==> src/rtl/q_pkg.sv <==
// q_pkg: shared state encoding and default parameters for the q ingress framer.
package q_pkg;
    typedef enum logic [1:0] {IDLE, IN_PKT, DISCARD} q_framer_state_t;
    localparam int Q_FRAMER_MAX_LEN_DFLT = 16;
    localparam int Q_FRAMER_CNT_W_DFLT   = 16;
endpackage

==> src/rtl/q_sat_cnt.sv <==
// q_sat_cnt: saturating up-counter that holds at all-ones.
module q_sat_cnt #(
    parameter int W = 16
) (
    input  logic         clk,
    input  logic         rst,
    input  logic         i_inc,
    output logic [W-1:0] o_cnt_r
);
    logic [W-1:0] cnt_q;
    always_ff @(posedge clk) begin
        if (rst) cnt_q <= '0;
        else if (i_inc && !(&cnt_q)) cnt_q <= cnt_q + W'(1);
    end
    assign o_cnt_r = cnt_q;
endmodule

==> src/rtl/q_ingress_framer.sv <==
// q_ingress_framer: repairs or drops malformed vld/sop/eop framing, caps packet length,
// and counts emitted packets and framing errors.
module q_ingress_framer
    import q_pkg::*;
#(
    parameter int MAX_LEN = Q_FRAMER_MAX_LEN_DFLT,
    parameter int CNT_W   = Q_FRAMER_CNT_W_DFLT
) (
    input  logic             clk,
    input  logic             rst,
    input  logic             i_vld,
    input  logic             i_sop,
    input  logic             i_eop,
    output logic             o_vld_r,
    output logic             o_sop_r,
    output logic             o_eop_r,
    output logic             o_err_r,
    output logic             o_busy_r,
    output logic [CNT_W-1:0] o_pkt_cnt_r,
    output logic [CNT_W-1:0] o_err_cnt_r
);
    localparam int LW = $clog2(MAX_LEN + 1);

    q_framer_state_t state_q, state_d;
    logic [LW-1:0]   len_q, len_d;
    logic            vld_q, vld_d, sop_q, sop_d, eop_q, eop_d, err_q, err_d, busy_q;

    always_ff @(posedge clk) begin
        if (rst) begin
            state_q <= IDLE;
            len_q   <= '0;
            vld_q   <= 1'b0;
            sop_q   <= 1'b0;
            eop_q   <= 1'b0;
            err_q   <= 1'b0;
            busy_q  <= 1'b0;
        end else begin
            state_q <= state_d;
            len_q   <= len_d;
            vld_q   <= vld_d;
            sop_q   <= sop_d;
            eop_q   <= eop_d;
            err_q   <= err_d;
            busy_q  <= state_d == IN_PKT;
        end
    end

    always_comb begin
        state_d = state_q;
        len_d   = len_q;
        vld_d   = 1'b0;
        sop_d   = 1'b0;
        eop_d   = 1'b0;
        err_d   = 1'b0;
        if (i_vld) begin
            case (state_q)
                IN_PKT: begin
                    vld_d = 1'b1;
                    if (i_sop) begin
                        // premature sop closes the open packet; the new one is sacrificed
                        eop_d   = 1'b1;
                        err_d   = 1'b1;
                        state_d = i_eop ? IDLE : DISCARD;
                    end else if (i_eop) begin
                        eop_d   = 1'b1;
                        state_d = IDLE;
                    end else if (len_q == LW'(MAX_LEN - 1)) begin
                        eop_d   = 1'b1;
                        err_d   = 1'b1;
                        state_d = DISCARD;
                    end else begin
                        len_d = len_q + LW'(1);
                    end
                end
                default: begin
                    if (i_sop) begin
                        vld_d   = 1'b1;
                        sop_d   = 1'b1;
                        eop_d   = i_eop;
                        state_d = i_eop ? IDLE : IN_PKT;
                        len_d   = i_eop ? LW'(0) : LW'(1);
                    end else if (state_q == IDLE) begin
                        err_d   = 1'b1;
                        state_d = i_eop ? IDLE : DISCARD;
                    end else if (i_eop) begin
                        state_d = IDLE;
                    end
                end
            endcase
        end
    end

    q_sat_cnt #(.W(CNT_W)) u_pkt_cnt (
        .clk     (clk),
        .rst     (rst),
        .i_inc   (vld_d & eop_d),
        .o_cnt_r (o_pkt_cnt_r)
    );

    q_sat_cnt #(.W(CNT_W)) u_err_cnt (
        .clk     (clk),
        .rst     (rst),
        .i_inc   (err_d),
        .o_cnt_r (o_err_cnt_r)
    );

    assign o_vld_r  = vld_q;
    assign o_sop_r  = sop_q;
    assign o_eop_r  = eop_q;
    assign o_err_r  = err_q;
    assign o_busy_r = busy_q;
endmodule
==> config.mk <==
export PLATFORM = sky130hd
export DESIGN_NAME = q_ingress_framer
export DESIGN_NICKNAME = d
export VERILOG_FILES = /design/src/rtl/q_pkg.sv /design/src/rtl/q_sat_cnt.sv /design/src/rtl/q_ingress_framer.sv
export SDC_FILE = /design/constraint.sdc
export NUM_CORES = 1
export LEC_CHECK = 0
export BUFFER_PORTS_ARGS = -buffer_cell sky130_fd_sc_hd__buf_2
export CAP_MARGIN = 0
export CORE_MARGIN = 1.5
export CORE_UTILIZATION = 25
export DETAILED_ROUTE_END_ITERATION = 8
export GPL_ROUTABILITY_DRIVEN = 0
export PLACE_DENSITY = 0.46
export SLEW_MARGIN = 20
export SYNTH_ARGS = -nofsm -noshare
export SYNTH_HDL_FRONTEND = slang
export SYNTH_SLANG_ARGS = --single-unit
==> constraint.sdc <==
create_clock -name clk -period 4.2 [get_ports clk]
set_input_delay 0 -clock clk [delete_from_list [all_inputs] [get_ports clk]]
set_output_delay 0 -clock clk [all_outputs]
set_load 0.01 [all_outputs]
# Word-level counts from Yosys, hierarchy flattened
# Cells that the tools add are included.
# word_totals
regBits,44
input_bits,5
out_inout_bits,37
wordCells,61
# classes
addsub,3
eq_ne,6
n_mux,31
bitwise_logic,2
reduce_logical,10
# ops
operator,count
$add 16x1->16 const B,2
$reduce_and 16->1,2
$mux 5,5
$mux 2,9
$mux 1,17
$ne 2x2->1 const B,3
$add 5x1->5 const B,1
$eq 5x4->1 const B,1
$reduce_and 5->1,1
$eq 2x1->1 const B,2
$reduce_or 3->1,1
$logic_and 1x1->1,2
$logic_not 1->1,2
$logic_not 2->1,1
$reduce_bool 2->1,1
$and 1x1->1,1
$not 1->1,1

# Longest topological paths before layout
# Gate-level depths: netlist of run 1.
# depth
depth_word,8
depth_mapped,9
depth_no_buf,8

# Modules after synthesis
# A second synthesis of run 1 with hierarchy kept.
# unflattened
cells_unflattened,264
area_unflattened_um2,2303.5
# modules_own_cells
module,n_inst,cells_per_inst,area_per_inst_um2
q_sat_cnt,2,96,833.3
q_ingress_framer,1,72,636.9

# Worst setup path after synthesis of run 1
# Ideal clock, no wire load.
# synth_timing
path_kind,register to register
start,register len_q[0]
end,"register u_err_cnt.cnt_q[7], in the netlist u_err_cnt.o_cnt_r[7]"
setup_time_ns,0.070
t_arrival_ns,2.487
setup_slack_ns,1.643
path_stages_with_launch,10
path_buffers,1
path_cell_list,dfxtp_1 > ha_1 > and3_1 > ha_1 > nand2b_1 > a2111o_1 > or3_1 > buf_2 > or4_1 > a21oi_1
# synth_via
elab_chain_cells,7
# synth_rtl
element,line,source
"start, declared",q_ingress_framer.sv:25,"logic [LW-1:0] len_q, len_d;"
"start signal, assigned",q_ingress_framer.sv:39,len_q <= len_d;
$eq 5x4->1,q_ingress_framer.sv:67,end else if (len_q == LW'(MAX_LEN - 1)) begin
$mux 1,q_ingress_framer.sv:67,
$mux 1,q_ingress_framer.sv:64,end else if (i_eop) begin
$mux 1,q_ingress_framer.sv:59,if (i_sop) begin
$mux 1,q_ingress_framer.sv:56,case (state_q)
$mux 1,q_ingress_framer.sv:55,if (i_vld) begin
$logic_and 1x1->1,q_sat_cnt.sv:13,else if (i_inc && !(&cnt_q)) cnt_q <= cnt_q + W'(1);
"end signal, assigned",q_sat_cnt.sv:13,
"end, declared",q_sat_cnt.sv:10,logic [W-1:0] cnt_q;
# Every way passes these cells.
# A chain may end at the register's enable or synchronous reset.

# Worst setup path after layout of run 1
# layout_timing
start,register len_q[0]
end,"register u_err_cnt.cnt_q[15], in the netlist u_err_cnt.o_cnt_r[15]"
# Same word-level chain as after synthesis.

==> results of run 1 <==
==> routing by layer <==
layer  track usage [%]  vias to the layer above  wire, um
met5                 0                        -         0
met4              4.41                        0        67
met3              2.45                        5       178
met2              18.1                       29      2250
met1              15.5                      909      2510
li1                  -                     1017         -
==> critical path: cells and delay by family, from the launching register on <==
kind,cells,cell delay [ns]
AND/OR/NAND/NOR,4,1.31
AO/OA/AOI/OAI,2,0.64
adder cells (fa/ha/maj),2,0.40
flip-flops,1,0.38
==> power by group through the flow <==
stage	clock, mW	sequential (mW)	combinational, mW
2_1_floorplan	0	0.439	0.0336
3_3_place_gp	0	0.438	0.0503
3_5_place_dp	0	0.438	0.0501
4_1_cts	0.268	0.428	0.0508
5_1_grt	0.282	0.429	0.0567
6_report	0.255	0.428	0.0498
==> cells in the final DEF (no fill, tap or decap), types with 3 or more instances in the layout <==
cell type | netlist | routed
a211oi_1 | 3 | 3
nand2b_1 | 4 | 4
buf_2 | 1 | 41
nand2_1 | 17 | 17
a21oi_1 | 17 | 17
nor2b_1 | 6 | 6
xnor2_1 | 9 | 9
or4_1 | 7 | 7
mux2_2 | 3 | 3
ha_1 | 5 | 5
and3_1 | 3 | 3
nand3_1 | 11 | 11
nor4_1 | 5 | 5
mux2i_1 | 3 | 3
and4_1 | 3 | 3
dfxtp_1 | 44 | 44
or3_1 | 7 | 7
xor2_1 | 3 | 3
nor3_1 | 10 | 10
o21ai_0 | 8 | 8
clkbuf_8 | 0 | 5
nand4_1 | 7 | 7
nor2_1 | 37 | 37
inv_1 | 8 | 8
==> synth_stat cells (2+ instances only) <==
master / instances / share of area, %
nand4_1: 7 / 2.0
or4_1: 7 / 2.4
a21oi_1: 17 / 3.9
a31oi_1: 2 / 0.58
dfxtp_1: 44 / 41
or2_2: 2 / 0.58
xor2_1: 3 / 1.2
nor2b_1: 6 / 1.7
o211ai_1: 2 / 0.69
and4_1: 3 / 1.2
nand2_1: 17 / 3.0
nor3_1: 10 / 2.3
inv_1: 8 / 1.4
nor2_1: 37 / 6.4
or3_1: 7 / 2.0
ha_1: 5 / 2.9
clkbuf_1: 5 / 0.87
xnor2_1: 9 / 3.6
and3_1: 3 / 0.87
o21ai_0: 8 / 1.9
a211oi_1: 3 / 1.0
a31o_2: 2 / 0.81
nor4_1: 5 / 1.4
a2111o_1: 2 / 1.0
o31ai_1: 2 / 0.69
mux2_2: 3 / 1.6
nand3_1: 11 / 2.5
nand2b_1: 4 / 1.2
mux2i_1: 3 / 1.4
a2111oi_0: 2 / 0.81
==> flip-flops by register name, summed over array words and instances (netlist names) <==
register	flops
len_q	5
o_busy_r	1
o_eop_r	1
o_err_r	1
o_sop_r	1
o_vld_r	1
state_q	2
u_err_cnt.o_cnt_r	16
u_pkt_cnt.o_cnt_r	16
==> path summary, 6_finish.rpt <==
check | from | end | slack [ns] | cells past startpoint
hold reg to reg | len_q[3] | len_q[3] | 0.50 | 2
setup / recovery | len_q[0] | u_err_cnt.o_cnt_r[15] | 1.38 | 8
hold / removal | i_sop | o_sop_r | 0.04 | 3
setup reg to reg | len_q[0] | u_err_cnt.o_cnt_r[15] | 1.38 | 8
==> cell families after synthesis <==
kind of cell             share of synthesized area, %
flip-flops                                       40.7
XOR/XNOR                                         4.86
AO/OA/AOI/OAI                                    14.5
buffers and inverters                            3.36
adder cells (fa/ha/maj)                          2.89
multiplexers                                     2.95
AND/OR/NAND/NOR                                  30.7
==> cell type report <==
| cell class | count | share of cell area [%] |
|---|---|---|
| clock inverter | 1 | 0.196 |
| sequential | 44 | 34.6 |
| tap | 105 | 5.16 |
| timing repair buffer | 42 | 8.45 |
| inverter | 9 | 1.33 |
| clock buffer | 6 | 2.85 |
| multi-input combinational | 196 | 47.4 |
==> stage by stage <==
| step | std cells | utilization [%] |
|---|---|---|
| floorplan | 257 | - |
| global placement | 395 | 29.6 |
| detailed placement | 395 | 29.6 |
| CTS | 403 | 30.7 |
| global route | 403 | 30.7 |
| finish | 403 | 30.7 |
==> metrics.txt, run 1 <==
number of global-route vias before repair 1728; post-synth cell types 48; sequential share of power 58.4%; Post-CTS Setup Bufs 0; via count 1960; IO Count 42; Async SR Flop Fraction 0%; #FFs+latches synth 44; number of flops mapped to enable cells by yosys 0; GR Util All Layers 11.6%; unrepaired setup endpoints after global routing false; Worst setup EP type register; period utilization 67.0%; total iterations of the first detailed-routing run 4; routed length per instance 12.4 um; area of the multi-input gates 1210 um^2; MaxCap Viol Count 0; internal power 554 uW; Die Ht 96.0 um; CTS Root Cell clkbuf_8; clock skew 0.00717 ns; Data arrival, critical path 3.03 ns; slew margin rel. 42.3%; Net Sw Frac 24.4%; CP max stage delay 0.54 ns; ANT cells 0; P per Cell Area 287 nW/um^2; Mapped Cells 257; row count 33; initial antenna violation count 0; total wire length 5.01 mm; largest net degree at the start of global routing 48; Seq/Total Area, Yosys 40.7%; Slowest cell on crit path or3_1; worst skew pair latency 0.29 ns; Post-CTS Hold Fix Bufs 1; H-tree depth 2; Die Footprint 9220 um^2; Post-Route Setup TNS 0 ns; port bufs 41; Overflow after GRT 0; Via density 4.86; CTS tree yes; outcome completed; final slew viol count 0; count of final setup violators 0; syn nets 267; DRT iter0 DRCs 66; Post-Syn Area per Cell 8.41 um^2; worst vdd ir 0.101 mV; Comb pwr share 6.8%; register area 881 um^2; Area Growth Syn to Fin 17.8%; pin slew with the least headroom to its limit 0.866 ns; data required time at the worst endpoint 4.41 ns; Post-Syn Area 2160 um^2; TritonCTS buffer count 5; clk sinks 44; crit path max fanout 10; hpwl dp 3.57 mm; core box area 8300 um^2; main flop type after synthesis dfxtp_1; Hold WC Path Type input pin to register; final worst-path setup slack 1.38 ns; total power 732 uW; first-pass GRT wire length 8.32 mm; Filler cells 917; PostCTS Resize Cnt 0; synth warn 0; Final min period 2.82 ns; Reg clk slew, reported paths 0.08 ns; Post-route DRC 0; critical path type register to register; fmax 355 MHz; Final Hold Vio Count 0; Die X 96.0 um; CP Launch Type register; Place WS 1.40 ns; Final ANT Viol Nets 0; layout cells sized above 1 19.5%; Placed Area 2460 um^2; critical path's most frequent cell ha_1; critical path cell sequence ha_1 -> and3_1 -> ha_1 -> nand2b_1 -> a2111o_1 -> or3_1 -> or4b_1 -> a21oi_1; maximum clock path buffer count 2; post-route design area 2550 um^2; Clk network pwr share 34.8%; Final #Nets 308; Psw 179 uW; Initial Utilization 26.1%; worst hold margin 0.0419 ns; P_leak 0.969 nW
Note: power is estimated with default switching activity, not from simulation.
==> run 2: changes to the inputs <==
clock period = 2.6 ns   (was 4.2 ns; I/O delays follow)
==> run 2 against run 1 <==
- sequential share of layout area is 1.5 points lower
- count of clock-buffer cells in the layout stayed put
- clock skew hardly changed
- largest cell class unchanged
==> metrics.txt, run 2 (same netlist as run 1, synthesis figures left out) <==
Final Core Density 32.2%; final slew viol count 0; Area Growth Syn to Fin 23.6%; pin slew with the least headroom to its limit 0.852 ns; Post-CTS Setup Bufs 0; highest routed layer met4; period utilization 94.0%; IO Count 42; Post-Route Setup TNS 0 ns; sequential share of power 52.9%; area of the multi-input gates 1230 um^2; worst skew pair latency 0.30 ns; total iterations of the first detailed-routing run 4; internal power 1.00 mW; first-pass GRT wire length 8.52 mm; commonest non-fill, non-tap cell in the layout dfxtp_1; TritonCTS buffer count 5; P per Cell Area 489 nW/um^2; core box area 8300 um^2; number of global-route vias before repair 1766; Place WS 0.0402 ns; clock skew 0.00677 ns; data required time at the worst endpoint 2.83 ns; Worst setup EP type register; CP bufs+invs 0; routed length per instance 12.6 um; Final min period 2.44 ns; ANT cells 0; total wire length 5.23 mm; Hold WC Path Type input pin to register; Via density 4.86; CTS Root Cell clkbuf_8; P_leak 1.05 nW; Comb pwr share 6.8%; Overflow after GRT 0; crit path max fanout 10; initial antenna violation count 0; CP max stage delay 0.52 ns; Met1 Routed Length 2.53 mm; critical path cell sequence ha_1 -> and3_1 -> ha_1 -> nand2b_1 -> a2111o_1 -> or3_4 -> or4_1 -> a21oi_1; GR Util All Layers 11.9%; unrepaired setup endpoints after global routing false; Filler cells 881; count of final setup violators 0; row count 33; largest net degree at the start of global routing 48; worst hold margin 0.0378 ns; CP Launch Type register; layout cells sized above 1 23.6%; worst vdd ir 0.197 mV; Slowest cell on crit path or4_1; met2 WL 2.40 mm; Finished Layout Cells 414; fmax 409 MHz; Net Sw Frac 23.3%; Die Ht 96.0 um; CTS tree yes; Die Footprint 9220 um^2; final worst-path setup slack 0.157 ns; Final Hold Vio Count 0; port bufs 41; total power 1.31 mW; Final ANT Viol Nets 0; Die X 96.0 um; Final #Nets 318; via count 2012; Reg clk slew, reported paths 0.09 ns; metal3 WL 197 um; MaxCap Viol Count 0; hpwl dp 3.69 mm; most frequent cells in the layout 42 x dfxtp_1, 41 x buf_2, 37 x nor2_1; clk sinks 44; slew margin rel. 43.2%; Post-route DRC 0; Clk network pwr share 40.3%; outcome completed; H-tree depth 2; Data arrival, critical path 2.67 ns; DRT iter0 DRCs 85; Placed Area 2530 um^2; Psw 305 uW; critical path's most frequent cell ha_1; post-route design area 2670 um^2; family with the most delay on the worst path simple AND/OR/NAND/NOR gates; register area 883 um^2; Initial Utilization 26.1%; critical path type register to register; dpl cells 405; maximum clock path buffer count 2
[run 2: changes by cell type in the layout (fill, tap and decap cells not counted), sizes merged]
| cell | before | now |
|---|---|---|
| buf | 41 | 51 |
| bufinv | 0 | 1 |
[run 2: final cells by class]
type                       instances  share of cell area [%]
clock buffer                       6                    2.72
multi-input combinational        196                    45.9
sequential                        44                    33.1
inverter                           9                    1.26
timing repair buffer              52                    10.9
tap                              105                    4.92
clock inverter                     2                    1.31
[run 2: worst paths after layout]
kind,from,end,slack [ns],cells past startpoint
hold / removal,i_sop,o_sop_r,0.04,3
setup / recovery,len_q[0],u_err_cnt.o_cnt_r[7],0.16,8
hold reg to reg,len_q[4],len_q[4],0.50,2
setup reg to reg,len_q[0],u_err_cnt.o_cnt_r[7],0.16,8
[run 2: power by group through the flow]
stage / clock network, mW / logic, mW / registers (mW)
6_report: 0.527 / 0.0892 / 0.692
4_1_cts: 0.551 / 0.0893 / 0.692
3_5_place_dp: 0 / 0.0876 / 0.707
5_1_grt: 0.576 / 0.0996 / 0.694
2_1_floorplan: 0 / 0.0543 / 0.709
3_3_place_gp: 0 / 0.0875 / 0.707
[run 2: worst reg2reg max path, delay by kind of cell, from the launching register on]
kind	cells	cell delay [ns]
adders and majority gates	2	0.31
and+or+nand+nor	4	1.17
DFF	1	0.36
AOI/OAI and AO/OA	2	0.53
[run 2: routing by layer]
metal / track usage, % / vias to the layer above
met3: 2.29 / 8
met1: 16.0 / 930
li1: - / 1039
met5: 0 / -
met4: 5.88 / 0
met2: 18.1 / 35
[run 2: repair_timing]
item / 4_1_cts / 5_1_grt
hold buffers: 1 / 0
resized for setup: 0 / 5
hold endpoints to repair: 1 / 0
setup endpoints to repair: 0 / 11
==> run 3: changes to the inputs <==
CORE_UTILIZATION = 45   (was 25)
PLACE_DENSITY = 0.71   (was 0.46)
clock period = 2.96 ns   (was 2.6 ns; I/O delays follow)
==> run 3 against run 2 <==
- global-route usage is 6.0 points higher
- routed wire length down 15%
- cell count shrank 14%
- die area shrank 43%
- largest power group unchanged
- highest routed layer unchanged
==> metrics.txt, run 3 (same netlist as run 1, synthesis figures left out) <==
flop-to-flop setup slack 0.21 ns; Initial Utilization 46.4%; worst skew pair latency 0.30 ns; Via density 5.57; IO Count 42; hpwl dp 3.10 mm; GR Util All Layers 17.9%; CTS Root Cell clkbuf_8; total iterations of the first detailed-routing run 4; sequential share of power 56.7%; most frequent cells in the layout 44 x dfxtp_1, 41 x buf_2, 37 x nor2_1; count of final setup violators 0; unrepaired setup endpoints after global routing false; CP Launch Type register; period utilization 93.0%; Clk network pwr share 36.6%; Final #Nets 309; Area Growth Syn to Fin 15.9%; Die Ht 72.3 um; P_leak 0.984 nW; H-tree depth 2; Final ANT Viol Nets 0; final slew viol count 0; pin slew with the least headroom to its limit 0.815 ns; Final Hold Vio Count 0; Psw 258 uW; Post-route DRC 0; routed length per instance 12.5 um; P per Cell Area 427 nW/um^2; Final min period 2.75 ns; largest net degree at the start of global routing 48; CTS tree yes; clock skew 0.0112 ns; Reg clk slew, reported paths 0.09 ns; Worst setup EP type register; register area 881 um^2; Filler cells 460; MaxCap Viol Count 0; layout cells sized above 1 20.3%; outcome completed; PostCTS Resize Cnt 0; Post-CTS Setup Bufs 0; Data arrival, critical path 2.97 ns; Post-Route Setup TNS 0 ns; internal power 812 uW; commonest non-fill, non-tap cell in the layout dfxtp_1; total wire length 4.43 mm; core box area 4660 um^2; Hold WC Path Type input pin to register; DRT iter0 DRCs 135; Overflow after GRT 0; area of the multi-input gates 1210 um^2; Net Sw Frac 24.1%; initial antenna violation count 0; data required time at the worst endpoint 3.18 ns; number of global-route vias before repair 1667; port bufs 41; via count 1971; ANT cells 0; clk sinks 44; crit path max fanout 10; Comb pwr share 6.7%; row count 25; slew margin rel. 45.7%; first-pass GRT wire length 7.58 mm; maximum clock path buffer count 2; total power 1.07 mW; fmax 363 MHz; Die Footprint 5230 um^2; Die X 72.3 um; TritonCTS buffer count 5; worst vdd ir 0.264 mV; critical path type register to register
run 3: metal layers:
layer	GRT usage [%]	part of all wire [%]	up-vias
met5	0	0	-
met4	5.66	1.3	0
met3	4.58	3.9	6
met2	27.5	45	30
met1	24.7	50	921
li1	-	-	1014
run 3: timing repair:
action | 4_1_cts | 5_1_grt
setup endpoints to repair | 0 | 0
hold endpoints to repair | 1 | 0
hold buffers | 1 | 0
run 3: metrics by stage:
step           cell area [um^2]  hold WS [ns]  setup WS [ns]  instances  util [%]
2_1_floorplan              2160         0.107          0.403        257         -
3_3_place_gp               2400         0.308          0.280        345      51.6
3_5_place_dp               2400         0.302          0.216        345      51.6
4_1_cts                    2510        0.0216          0.191        354      53.8
5_1_grt                    2510        0.0516        0.00434        354      53.8
6_report                   2510        0.0372          0.206        354      53.8
run 3: worst paths after layout:
check / from / endpoint / cells past startpoint
setup / recovery: len_q[0] / u_err_cnt.o_cnt_r[7] / 8
setup reg to reg: len_q[0] / u_err_cnt.o_cnt_r[7] / 8
hold reg to reg: u_err_cnt.o_cnt_r[13] / u_err_cnt.o_cnt_r[13] / 2
hold / removal: i_sop / o_sop_r / 3
run 3: layout make-up:
cell class / count / area share, %
clock buffers: 6 / 3.30
clock inverters: 2 / 0.399
inverters: 9 / 1.35
multi-input cells: 196 / 48.2
flip-flops and latches: 44 / 35.1
well taps: 54 / 2.70
repair buffers: 43 / 8.89
run 3: power groups by stage:
stage	Sequential, mW	Combinational (mW)	Clock (mW)
after detailed placement	0.621	0.0708	0
after global routing	0.608	0.0808	0.427
after floorplan	0.623	0.0477	0
after global placement	0.621	0.0695	0
after CTS	0.607	0.0721	0.405
final	0.607	0.0719	0.391
run 3: worst max-delay path, stage by stage, from the launching register on:
cell      delay (ns)
dfxtp_1         0.38
ha_1            0.19
and3_1          0.16
ha_1            0.19
nand2b_1        0.07
a2111o_1        0.48
or3_1           0.52
or4_1           0.53
a21oi_1         0.15
